### src/rtl/drive_pkg.sv
// drive_pkg: shared types and constants for the drive_ctrl slice.
//   state_t : ramp FSM states
//   dbg_t   : debug view of internal state (FSM state, forward speed, PWM counter)
//   sat12   : saturate a 14-bit signed mix result to 12-bit signed
//   mag11   : PWM magnitude of a 12-bit signed speed (-2048 folds to 2047)
package drive_pkg;

  localparam int PWM_W = 11;
  localparam logic signed [11:0] SPD_MAX = 12'sd2047;
  localparam logic signed [11:0] SPD_MIN = 12'sh800;  // -2048

  typedef enum logic [1:0] {
    IDLE   = 2'd0,
    ACCEL  = 2'd1,
    CRUISE = 2'd2,
    DECEL  = 2'd3
  } state_t;

  typedef struct packed {
    state_t           state;
    logic [10:0]      frwrd_cur;
    logic [PWM_W-1:0] pwm_cnt;
  } dbg_t;

  function automatic logic signed [11:0] sat12(input logic signed [13:0] v);
    if (v > 14'sd2047) return SPD_MAX;
    else if (v < -14'sd2048) return SPD_MIN;
    else return v[11:0];
  endfunction

  function automatic logic [PWM_W-1:0] mag11(input logic signed [11:0] s);
    logic [11:0] neg;
    neg = -s;
    if (s == SPD_MIN) return 11'd2047;
    else if (s[11]) return neg[10:0];
    else return s[10:0];
  endfunction

endpackage

### src/rtl/drive_if.sv
// drive_if: PD-term input bundle and motor-drive output bundle.
//   vld/moving/pterm/dterm/frwrd_tgt : inputs from the PD stage
//   lft_spd/rght_spd/spd_vld         : mixed, saturated signed speeds
//   lft_pwm/rght_pwm/lft_rev/rght_rev: motor drive
// Handshake: vld is a pure qualifier with no backpressure. pterm, dterm,
// moving and frwrd_tgt are sampled on every clock edge where vld=1; each such
// edge is one sample. spd_vld is a one-cycle qualifier for the speed outputs,
// likewise without a ready; the consumer must take it when it appears.
interface drive_if;
  logic               vld;
  logic               moving;
  logic signed [9:0]  pterm;
  logic signed [11:0] dterm;
  logic [10:0]        frwrd_tgt;
  logic signed [11:0] lft_spd;
  logic signed [11:0] rght_spd;
  logic               spd_vld;
  logic               lft_pwm;
  logic               rght_pwm;
  logic               lft_rev;
  logic               rght_rev;

  modport master (
    output vld, moving, pterm, dterm, frwrd_tgt,
    input  lft_spd, rght_spd, spd_vld, lft_pwm, rght_pwm, lft_rev, rght_rev
  );

  modport slave (
    input  vld, moving, pterm, dterm, frwrd_tgt,
    output lft_spd, rght_spd, spd_vld, lft_pwm, rght_pwm, lft_rev, rght_rev
  );
endinterface

### src/rtl/pwm11.sv
// pwm11: free-running 11-bit counter shared by two PWM channels.
//   clk, rst_n          : clock, async active-low reset
//   lft_spd, rght_spd   : signed speed requests
//   cnt                 : counter value (debug)
//   lft_pwm, rght_pwm   : registered PWM, high while cnt < duty
//   lft_rev, rght_rev   : direction, sign of the speed
// Duty and direction load only on the 2047->0 wrap so a period is never cut.
module pwm11 import drive_pkg::*; (
  input  logic               clk,
  input  logic               rst_n,
  input  logic signed [11:0] lft_spd,
  input  logic signed [11:0] rght_spd,
  output logic [PWM_W-1:0]   cnt,
  output logic               lft_pwm,
  output logic               rght_pwm,
  output logic               lft_rev,
  output logic               rght_rev
);

  logic [PWM_W-1:0] lft_duty, rght_duty;
  logic [PWM_W-1:0] cnt_n, lft_duty_n, rght_duty_n;
  logic             wrap;

  assign wrap        = (cnt == '1);
  assign cnt_n       = cnt + PWM_W'(1);
  assign lft_duty_n  = wrap ? mag11(lft_spd)  : lft_duty;
  assign rght_duty_n = wrap ? mag11(rght_spd) : rght_duty;

  // pwm is registered from next-state values so it equals (cnt < duty)
  // for the counter value present in the same cycle.
  always_ff @(posedge clk or negedge rst_n) begin
    if (!rst_n) begin
      cnt       <= '0;
      lft_duty  <= '0;
      rght_duty <= '0;
      lft_pwm   <= 1'b0;
      rght_pwm  <= 1'b0;
      lft_rev   <= 1'b0;
      rght_rev  <= 1'b0;
    end else begin
      cnt       <= cnt_n;
      lft_duty  <= lft_duty_n;
      rght_duty <= rght_duty_n;
      lft_pwm   <= (cnt_n < lft_duty_n);
      rght_pwm  <= (cnt_n < rght_duty_n);
      if (wrap) begin
        lft_rev  <= lft_spd[11];
        rght_rev <= rght_spd[11];
      end
    end
  end

endmodule

### src/rtl/drive_ctrl.sv
// drive_ctrl: forward-speed ramp FSM, PD correction sum, left/right mixing
// with 12-bit saturation, and PWM generation.
//   RAMP_UP, RAMP_DN : forward-speed step per vld when speeding up / slowing down
//   clk, rst_n       : clock, async active-low reset
//   drv              : drive_if slave (PD inputs, speeds, PWM, direction)
//   dbg              : FSM state, current forward speed, PWM counter
// Pipeline: the vld edge registers pd_sum, frwrd_cur and state; the next edge
// registers the mixed speeds and raises spd_vld for one cycle.
module drive_ctrl import drive_pkg::*; #(
  parameter int RAMP_UP = 8,
  parameter int RAMP_DN = 16
) (
  input  logic clk,
  input  logic rst_n,
  drive_if.slave drv,
  output dbg_t dbg
);

  state_t             state;
  logic [10:0]        cur;
  logic signed [12:0] pd_q;
  logic               vld_q;
  logic signed [11:0] lft_r, rght_r;
  logic               spd_vld_r;
  logic [PWM_W-1:0]   cnt;

  logic [10:0]        eff;
  logic [11:0]        up_sum, dn_dif;
  logic [10:0]        up_val, dn_val, nxt_cur;
  logic signed [12:0] pd_sum;
  logic signed [13:0] cur14, pd14, lft_w, rght_w;

  // Effective ramp target: stopping always ramps toward zero.
  assign eff    = drv.moving ? drv.frwrd_tgt : 11'd0;
  assign up_sum = {1'b0, cur} + 12'(RAMP_UP);
  assign dn_dif = {1'b0, cur} - 12'(RAMP_DN);
  // Steps are taken in 12 bits and clamped at the target, so they never wrap.
  assign up_val = (up_sum > {1'b0, eff}) ? eff : up_sum[10:0];
  assign dn_val = (dn_dif[11] || (dn_dif[10:0] < eff)) ? eff : dn_dif[10:0];
  // A state change and the first step in the new direction share one vld.
  assign nxt_cur = (cur < eff) ? up_val : ((cur > eff) ? dn_val : cur);

  assign pd_sum = {{3{drv.pterm[9]}}, drv.pterm} + {drv.dterm[11], drv.dterm};

  always_ff @(posedge clk or negedge rst_n) begin
    if (!rst_n) begin
      state <= IDLE;
      cur   <= '0;
      pd_q  <= '0;
      vld_q <= 1'b0;
    end else begin
      vld_q <= drv.vld;
      if (drv.vld) begin
        pd_q <= pd_sum;
        case (state)
          IDLE: begin
            // Leaving IDLE needs moving=1 and a nonzero target.
            if (eff != 11'd0) begin
              cur   <= nxt_cur;
              state <= (nxt_cur == eff) ? CRUISE : ACCEL;
            end else begin
              cur <= '0;
            end
          end
          default: begin
            cur <= nxt_cur;
            if ((nxt_cur == 11'd0) && !drv.moving) state <= IDLE;
            else if (nxt_cur == eff)               state <= CRUISE;
            else if (nxt_cur < eff)                state <= ACCEL;
            else                                   state <= DECEL;
          end
        endcase
      end
    end
  end

  assign cur14  = {3'b000, cur};
  assign pd14   = {pd_q[12], pd_q};
  assign lft_w  = cur14 + pd14;
  assign rght_w = cur14 - pd14;

  always_ff @(posedge clk or negedge rst_n) begin
    if (!rst_n) begin
      lft_r     <= '0;
      rght_r    <= '0;
      spd_vld_r <= 1'b0;
    end else begin
      spd_vld_r <= vld_q;
      if (vld_q) begin
        lft_r  <= (state == IDLE) ? 12'sd0 : sat12(lft_w);
        rght_r <= (state == IDLE) ? 12'sd0 : sat12(rght_w);
      end
    end
  end

  pwm11 u_pwm (
    .clk      (clk),
    .rst_n    (rst_n),
    .lft_spd  (lft_r),
    .rght_spd (rght_r),
    .cnt      (cnt),
    .lft_pwm  (drv.lft_pwm),
    .rght_pwm (drv.rght_pwm),
    .lft_rev  (drv.lft_rev),
    .rght_rev (drv.rght_rev)
  );

  assign drv.lft_spd  = lft_r;
  assign drv.rght_spd = rght_r;
  assign drv.spd_vld  = spd_vld_r;

  assign dbg.state     = state;
  assign dbg.frwrd_cur = cur;
  assign dbg.pwm_cnt   = cnt;

endmodule

### src/flat_wrapper.sv
// flat-port wrapper written by rule: the top's interface ports become plain ports
module drive_ctrl_flat import drive_pkg::*;
#(
  parameter int RAMP_UP = 8,
  parameter int RAMP_DN = 16
)
  (clk, rst_n, dbg, drv_vld, drv_moving, drv_pterm, drv_dterm, drv_frwrd_tgt, drv_lft_spd, drv_rght_spd, drv_spd_vld, drv_lft_pwm, drv_rght_pwm, drv_lft_rev, drv_rght_rev);
  drive_if drv_i ();
  input  logic clk;
  input  logic rst_n;
  output dbg_t dbg;
  input wire logic [$bits(drv_i.vld)-1:0] drv_vld;
  input wire logic [$bits(drv_i.moving)-1:0] drv_moving;
  input wire logic [$bits(drv_i.pterm)-1:0] drv_pterm;
  input wire logic [$bits(drv_i.dterm)-1:0] drv_dterm;
  input wire logic [$bits(drv_i.frwrd_tgt)-1:0] drv_frwrd_tgt;
  output wire logic [$bits(drv_i.lft_spd)-1:0] drv_lft_spd;
  output wire logic [$bits(drv_i.rght_spd)-1:0] drv_rght_spd;
  output wire logic [$bits(drv_i.spd_vld)-1:0] drv_spd_vld;
  output wire logic [$bits(drv_i.lft_pwm)-1:0] drv_lft_pwm;
  output wire logic [$bits(drv_i.rght_pwm)-1:0] drv_rght_pwm;
  output wire logic [$bits(drv_i.lft_rev)-1:0] drv_lft_rev;
  output wire logic [$bits(drv_i.rght_rev)-1:0] drv_rght_rev;
  assign drv_i.vld = drv_vld;
  assign drv_i.moving = drv_moving;
  assign drv_i.pterm = drv_pterm;
  assign drv_i.dterm = drv_dterm;
  assign drv_i.frwrd_tgt = drv_frwrd_tgt;
  assign drv_lft_spd = drv_i.lft_spd;
  assign drv_rght_spd = drv_i.rght_spd;
  assign drv_spd_vld = drv_i.spd_vld;
  assign drv_lft_pwm = drv_i.lft_pwm;
  assign drv_rght_pwm = drv_i.rght_pwm;
  assign drv_lft_rev = drv_i.lft_rev;
  assign drv_rght_rev = drv_i.rght_rev;
  drive_ctrl #(.RAMP_UP(RAMP_UP), .RAMP_DN(RAMP_DN)) u_core (.clk(clk), .rst_n(rst_n), .drv(drv_i), .dbg(dbg));
endmodule
### config.mk
export PLATFORM = sky130hd
export DESIGN_NAME = drive_ctrl_flat
export DESIGN_NICKNAME = d
export VERILOG_FILES = /design/src/rtl/drive_pkg.sv /design/src/rtl/drive_if.sv /design/src/rtl/pwm11.sv /design/src/rtl/drive_ctrl.sv /design/src/flat_wrapper.sv
export SDC_FILE = /design/constraint.sdc
export NUM_CORES = 1
export LEC_CHECK = 0
export ABC_AREA = 0
export CAP_MARGIN = 10
export CORE_MARGIN = 2
export CORE_UTILIZATION = 56
export CTS_BUF_LIST = sky130_fd_sc_hd__clkbuf_16
export DETAILED_ROUTE_END_ITERATION = 7
export DONT_BUFFER_PORTS = 1
export GPL_TIMING_DRIVEN = 0
export PLACE_DENSITY = 0.76
export SYNTH_ARGS = -nofsm -noshare
export SYNTH_HDL_FRONTEND = slang
export SYNTH_SLANG_ARGS = --single-unit
export TNS_END_PERCENT = 50
### constraint.sdc
create_clock -name clk -period 7.7 [get_ports clk]
set_input_delay 1.54 -clock clk [delete_from_list [all_inputs] [get_ports clk]]
set_output_delay 1.54 -clock clk [all_outputs]
set_load 0.005 [all_outputs]
After elaboration in Yosys (flattened, before gate mapping)

Cells that the tools add are included.

Multiplexer cells: 25
Magnitude comparators: 11
Reduce and logical (&&, ||, !) cells: 7
Eq/ne operators: 5
$add $sub $neg: 8

Operator list:

| kind                                                             | number |
|---|---|
| two-way mux 11 bit                                               | 13 |
| two-way mux 12 bit                                               | 6 |
| < comparator 11 bit                                              | 5 |
| greater-than comparator 14 x 12 -> 1 bit (second input constant) | 2 |
| < comparator 14 x 12 -> 1 bit (second input constant)            | 2 |
| == test 12 bit (second input constant)                           | 2 |
| negator 11 bit                                                   | 2 |
| adder 12 x 13 -> 14 bit                                          | 1 |
| subtractor 12 x 13 -> 14 bit                                     | 1 |
| adder 10 x 12 -> 13 bit                                          | 1 |
| adder 11 x 4 -> 12 bit (second input constant)                   | 1 |
| greater-than comparator 12 x 11 -> 1 bit                         | 1 |
| two-way mux 2 bit                                                | 6 |
| subtractor 11 x 5 -> 12 bit (second input constant)              | 1 |
| adder 11 x 1 -> 11 bit (second input constant)                   | 1 |
| == test 11 bit                                                   | 1 |
| == test 11 bit (second input constant)                           | 1 |
| greater-than comparator 11 bit                                   | 1 |
| logical NOT 11 bit                                               | 1 |
| nonzero test 11 bit                                              | 1 |
| logical NOT 2 bit                                                | 1 |
| inequality test 2 x 1 -> 1 bit (second input constant)           | 1 |
| AND reduction 2 bit                                              | 1 |
| logical AND 1 bit                                                | 1 |
| other kinds (2)                                                  | 2 |

Logic and storage cells: 70
Input port bits: 37
Flip-flop bits (word level): 89

Logic depth before layout (Yosys ltp)

Depth after elaboration: 11
Mapped depth: 25

By module

Synthesis repeated with hierarchy kept, for this count alone.

Cells, all modules: 882
Area total of the unflattened synthesis: 7,888.8 um2

By module, submodules not included:

| module     | cells an instance | area an instance (um2) | instances | seq. area each (um2) |
|---|---|---|---|---|
| drive_ctrl | 620               | 5,288.8                | 1         | 1,301.2 |
| pwm11      | 262               | 2,600.0                | 1         | 925.9 |

Worst setup path after synthesis

Ideal clock, no wire load.

Kind: input-to-reg
Start: in drv_moving
End: reg u_core.state[1]
Arrival time: 5.157 ns
Stages: 21
Path slack: 2.410 ns
Library setup time: 0.133 ns
Cells stage by stage: clkbuf_1 nand2_1 ha_1 a21oi_1 a21oi_1 a211o_1 a31oi_1 o21a_1 buf_2 a21o_2 mux2i_4 ha_1 nor2b_1 o21a_1 o21a_1 o21a_1 o21a_1 o21a_1 o21bai_1 a21o_1 a21oi_1

Longest elaborated chain between the ends: 11

Ends and longest elaborated chain:

| item                             | line               | text |
|---|---|---|
| start, declared                  | flat_wrapper.sv:13 | `input wire logic [$bits(drv_i.moving)-1:0] drv_moving;` |
| two-way mux 11 bit               | drive_ctrl.sv:34   | `assign eff = drv.moving ? drv.frwrd_tgt : 11'd0;` |
| < comparator 11 bit              | drive_ctrl.sv:39   | `assign dn_val = (dn_dif[11] \|\| (dn_dif[10:0] < eff)) ? eff : dn_dif[10:0];` |
| logical OR 1 bit                 | drive_ctrl.sv:39   |  |
| two-way mux 11 bit               | drive_ctrl.sv:39   |  |
| two-way mux 11 bit (2 in series) | drive_ctrl.sv:41   | `assign nxt_cur = (cur < eff) ? up_val : ((cur > eff) ? dn_val : cur);` |
| < comparator 11 bit              | drive_ctrl.sv:69   | `else if (nxt_cur < eff) state <= ACCEL;` |
| two-way mux 2 bit                | drive_ctrl.sv:69   |  |
| two-way mux 2 bit                | drive_ctrl.sv:68   | `else if (nxt_cur == eff) state <= CRUISE;` |
| two-way mux 2 bit                | drive_ctrl.sv:67   | `if ((nxt_cur == 11'd0) && !drv.moving) state <= IDLE;` |
| two-way mux 2 bit                | drive_ctrl.sv:55   | `case (state)` |
| end signal, assigned             | drive_ctrl.sv:60   | `state <= (nxt_cur == eff) ? CRUISE : ACCEL;` |
| end, declared                    | drive_ctrl.sv:19   | `state_t state;` |

Parallel ways exist; a longest one is shown, timed or not. The select of a mux whose other input is x is not followed.
A chain may end at the register's enable or synchronous reset.

Worst setup path in the final report

Ends and elaborated chain as after synthesis.

==> results.md <==
Worst setup path
* most numerous cell on the critical path: sky130_fd_sc_hd__o21a_1
* r2r worst-path depth: 22
* crit path cell chain: clkbuf_1 > nand2_1 > ha_1 > a21o_1 > a211oi_1 > nand4_1 > and3_4 > o21a_1 > a21o_2 > mux2i_4 > ha_1 > nor2b_1 > o21a_1 > o21a_1 > o21a_1 > o21a_1 > o21a_1 > o21bai_1 > a21o_1 > a21oi_1
* worst reg2reg setup slack: 2.17 ns
* worst flop-to-flop path endpoint: u_core.state[1]
* worst path bufs/invs: 1
* maximum fanout along the worst path: 10
* crit-path leading delay family: compound AO/OA/AOI/OAI gates
* Setup crit start kind: input pin
* worst stage delay on the critical path: 0.38 ns
* type of element capturing the critical path: flip-flop
* worst reg2reg path startpoint: u_core.cur[4]
* slowest library cell on the worst path: sky130_fd_sc_hd__a211oi_1
* data required time at the worst endpoint: 7.92 ns
* Worst Path Arrival: 5.88 ns
* Worst Path Class, Setup: input pin to flip-flop

Final layout
* area grow syn2layout: 6.60%
* number of fillers in the final layout: 1,200
* Util after Layout: 0.606
* final-stage net count: 1,010
* ratio of cells with drive above 1 in the final layout: 0.0513
* antenna diode instance count: 0
* final non-filler cell area: 7960 sq um

Clock network
* clock-pin slew of the registers on the worst-case setup and hold paths: 0.06 ns
* root buffer cell: sky130_fd_sc_hd__clkbuf_16
* TritonCTS clock tree: yes
* post-cts resize count: 0
* hold buffer count at CTS: 0
* clock latency at the later pin of the worst-skew pair: 0.35 ns
* buffers inserted during post-CTS setup optimization: 0
* clock buffers created by TritonCTS: 9
* Clock Path Buffers: 2
* CTS sink count: 89
* H-Tree Depth: 3

STA
* slew at the pin closest to its max-slew limit: 0.633 ns
* unrepaired setup endpoints after global routing: false
* Slew HR: 0.575
* setup violation total in the final timing report: 0
* crit share post-route: 0.736
* time the final worst path needs with I/O delays and setup: 5.66 ns
* final-report hold violation count: 0
* final hold slack: 0.483 ns
* number of pins exceeding their max-slew limit in the final report: 0
* sum of negative setup slack: 0 ns
* maximum clock skew at final layout: 0.00584 ns
* maximum achievable frequency: 0.177 GHz

Power and ir drop
* fraction of power consumed by combinational cells: 0.604
* Cell Pwr Density: 365 nW/um^2
* sequential share of power: 0.258
* worst vdd ir: 0.000240 V
* clock network fraction of total power: 0.139
* static leakage power: 3.82 nW
* internal power: 0.00154 W
* net switching power of the design: 0.00137 W
* Power, Total: 0.00291 W
* proportion of total power due to net switching: 0.471

GRT
* maximum number of pins on one net before global-route repair: 90
* aggregate global routing overflow: 0
* initial antenna violation count: 0
* All-Layer GR Usage: 0.274
* via count of the first global-routing pass: 6,158
* wire length of the first global-routing pass: 30,900 microns

Placed design
* detailed placer's ending HPWL: 14,800 microns
* Port Buffer Count: 0
* weighted congestion reported at the end of routability-driven placement: 0.938
* Placed Instance Area: 7690 sq um

Floorplanning
* initial cell density of the core: 0.568
* core box area: 13,100 sq um
* Die Footprint: 14,300 sq um
* die extent in y: 119 microns
* num rows: 42
* chip width: 119 microns
* number of top-level pins: 90

Synth
* top area cells in the synthesized netlist: sky130_fd_sc_hd__dfrtp_1, sky130_fd_sc_hd__ha_1, sky130_fd_sc_hd__inv_1, sky130_fd_sc_hd__xnor2_1, sky130_fd_sc_hd__a21oi_1
* top flip-flop cell by instance count after synthesis: sky130_fd_sc_hd__dfrtp_1
* leading post-synthesis cells by instance count: sky130_fd_sc_hd__ha_1, sky130_fd_sc_hd__inv_1, sky130_fd_sc_hd__dfrtp_1
* Synth cell types: 77
* dominant cell type by area after synthesis: sky130_fd_sc_hd__dfrtp_1
* cell count after synthesis: 862
* leading cell type by number of instances after synthesis: sky130_fd_sc_hd__ha_1
* yosys synthesis warning count: 0
* area share of the largest cell type after synthesis: 0.298
* Mean Syn Cell Area: 8.66 sq um
* net count after synthesis: 999
* total of flip-flops plus latches after synthesis: 89
* fraction of the yosys area taken by sequential cells: 0.298
* proportion of synthesized flip-flops having asynchronous set or reset: 1.00
* number of enable-type register cells in the synthesized netlist: 0
* synthesized area: 7470 sq um

Drt
* detailed-route vias per instance: 5.99
* DRC violations left: 0
* number of iterations in the first detailed-routing pass: 5
* post-route antenna net violation count: 0
* WL final: 18,600 microns
* total number of vias: 6,312
* Routed wire per std cell: 17.7 microns
* first-iteration detailed-routing DRC count: 402

Flow run
* count of max-cap constraint violations: 0

Min path
* Hold WC Path Type: flip-flop to flip-flop
* Hold Crit Start: u_core.u_pwm.lft_duty[10]
* cell depth of the worst hold path: 2
* Worst Hold End: u_core.u_pwm.lft_duty[10]

Status
* run status: finished, final reports clean

## cells in the final DEF, fill, tap and decap left out, types with 12 or more instances in the layout
cell / Yosys / routed
sky130_fd_sc_hd__ha_1: 97 / 97
sky130_fd_sc_hd__inv_1: 93 / 94
sky130_fd_sc_hd__dfrtp_1: 89 / 89
sky130_fd_sc_hd__nor2_1: 62 / 62
sky130_fd_sc_hd__nand2_1: 60 / 60
sky130_fd_sc_hd__a21oi_1: 50 / 50
sky130_fd_sc_hd__o21ai_0: 46 / 46
sky130_fd_sc_hd__xnor2_1: 35 / 35
sky130_fd_sc_hd__clkbuf_1: 24 / 24
sky130_fd_sc_hd__o21a_1: 21 / 21
sky130_fd_sc_hd__nand3_1: 19 / 19
sky130_fd_sc_hd__xor2_1: 16 / 16
sky130_fd_sc_hd__o21ai_1: 15 / 15
sky130_fd_sc_hd__and3_1: 12 / 12
sky130_fd_sc_hd__a21o_1: 12 / 12
sky130_fd_sc_hd__nor3_1: 12 / 12
## metal layers
metal,GRT usage,vias up,share of wire
met2,0.467,193,0.48
met4,0.0868,0,0.022
met5,0,-,0
li1,-,3106,-
met1,0.339,2982,0.43
met3,0.0690,31,0.066
## sequential cells by signal, summed over array words and instances, names as in the netlist
register                count
u_core.cur                 11
u_core.drv.lft_spd         12
u_core.drv.rght_spd        12
u_core.drv.spd_vld          1
u_core.pd_q                13
u_core.state                2
u_core.u_pwm.cnt           11
u_core.u_pwm.lft_duty      11
u_core.u_pwm.lft_pwm        1
u_core.u_pwm.lft_rev        1
u_core.u_pwm.rght_duty     11
u_core.u_pwm.rght_pwm       1
u_core.u_pwm.rght_rev       1
u_core.vld_q                1
## power groups by stage
stage               clock [W]  sequential, W  combinational [W]
global route         0.000432       0.000770            0.00196
finish               0.000403       0.000749            0.00175
global placement            0       0.000757            0.00168
CTS                  0.000414       0.000752            0.00173
detailed placement          0       0.000761            0.00171
floorplan                   0       0.000683            0.00138
## kinds of logic after synthesis
| kind of cell | share of synthesized area |
|---|---|
| buffers and inverters | 0.0673 |
| AND/OR/NAND/NOR | 0.158 |
| flip-flops | 0.298 |
| adder cells (fa/ha/maj) | 0.171 |
| multiplexers | 0.0196 |
| XOR/XNOR | 0.0598 |
| AO/OA/AOI/OAI | 0.226 |
## how the worst max path moves through the flow
stage                    start               to  slack, ns  cells after the start
finish              drv_moving  u_core.state[1]       2.04                     20
global route        drv_moving  u_core.state[1]       1.77                     20
CTS                 drv_moving  u_core.state[1]       2.10                     20
detailed placement  drv_moving  u_core.state[1]       1.77                     20
global placement    drv_moving  u_core.state[1]       1.79                     20
floorplan           drv_moving  u_core.state[1]       2.41                     21
## worst reg2reg max path: stages, from the launching register on
cell and delay [ns]:
sky130_fd_sc_hd__dfrtp_1 0.56, sky130_fd_sc_hd__inv_1 0.24, sky130_fd_sc_hd__ha_1 0.27, sky130_fd_sc_hd__nor3b_1 0.51, sky130_fd_sc_hd__xor2_1 0.20, sky130_fd_sc_hd__ha_1 0.26, sky130_fd_sc_hd__a21o_1 0.16, sky130_fd_sc_hd__a211oi_1 0.38
sky130_fd_sc_hd__nand4_1 0.30, sky130_fd_sc_hd__and3_4 0.29, sky130_fd_sc_hd__o21a_1 0.22, sky130_fd_sc_hd__a21o_2 0.28, sky130_fd_sc_hd__mux2i_4 0.22, sky130_fd_sc_hd__ha_1 0.29, sky130_fd_sc_hd__nor2b_1 0.13, sky130_fd_sc_hd__o21a_1 0.16
sky130_fd_sc_hd__o21a_1 0.16, sky130_fd_sc_hd__o21a_1 0.16, sky130_fd_sc_hd__o21a_1 0.16, sky130_fd_sc_hd__o21a_1 0.17, sky130_fd_sc_hd__o21bai_1 0.12, sky130_fd_sc_hd__a21o_1 0.12, sky130_fd_sc_hd__a21oi_1 0.04
## cell type report
class                   count  area, sq um  share of cell area
flip-flops and latches     89         2230               0.280
clock buffers               9          225              0.0283
inverters                  95          357              0.0448
well taps                 176          220              0.0277
plain buffers              33          146              0.0184
clock inverters             7         47.5             0.00597
multi-input cells         645         4740               0.595
## metrics by stage
stage / worst slack [ns] / cells
2_1_floorplan: 2.41 / 862
3_3_place_gp: 1.79 / 1038
3_5_place_dp: 1.77 / 1038
4_1_cts: 2.10 / 1054
5_1_grt: 1.77 / 1054
6_report: 2.04 / 1054
Note: power is estimated with default switching activity, not from simulation.
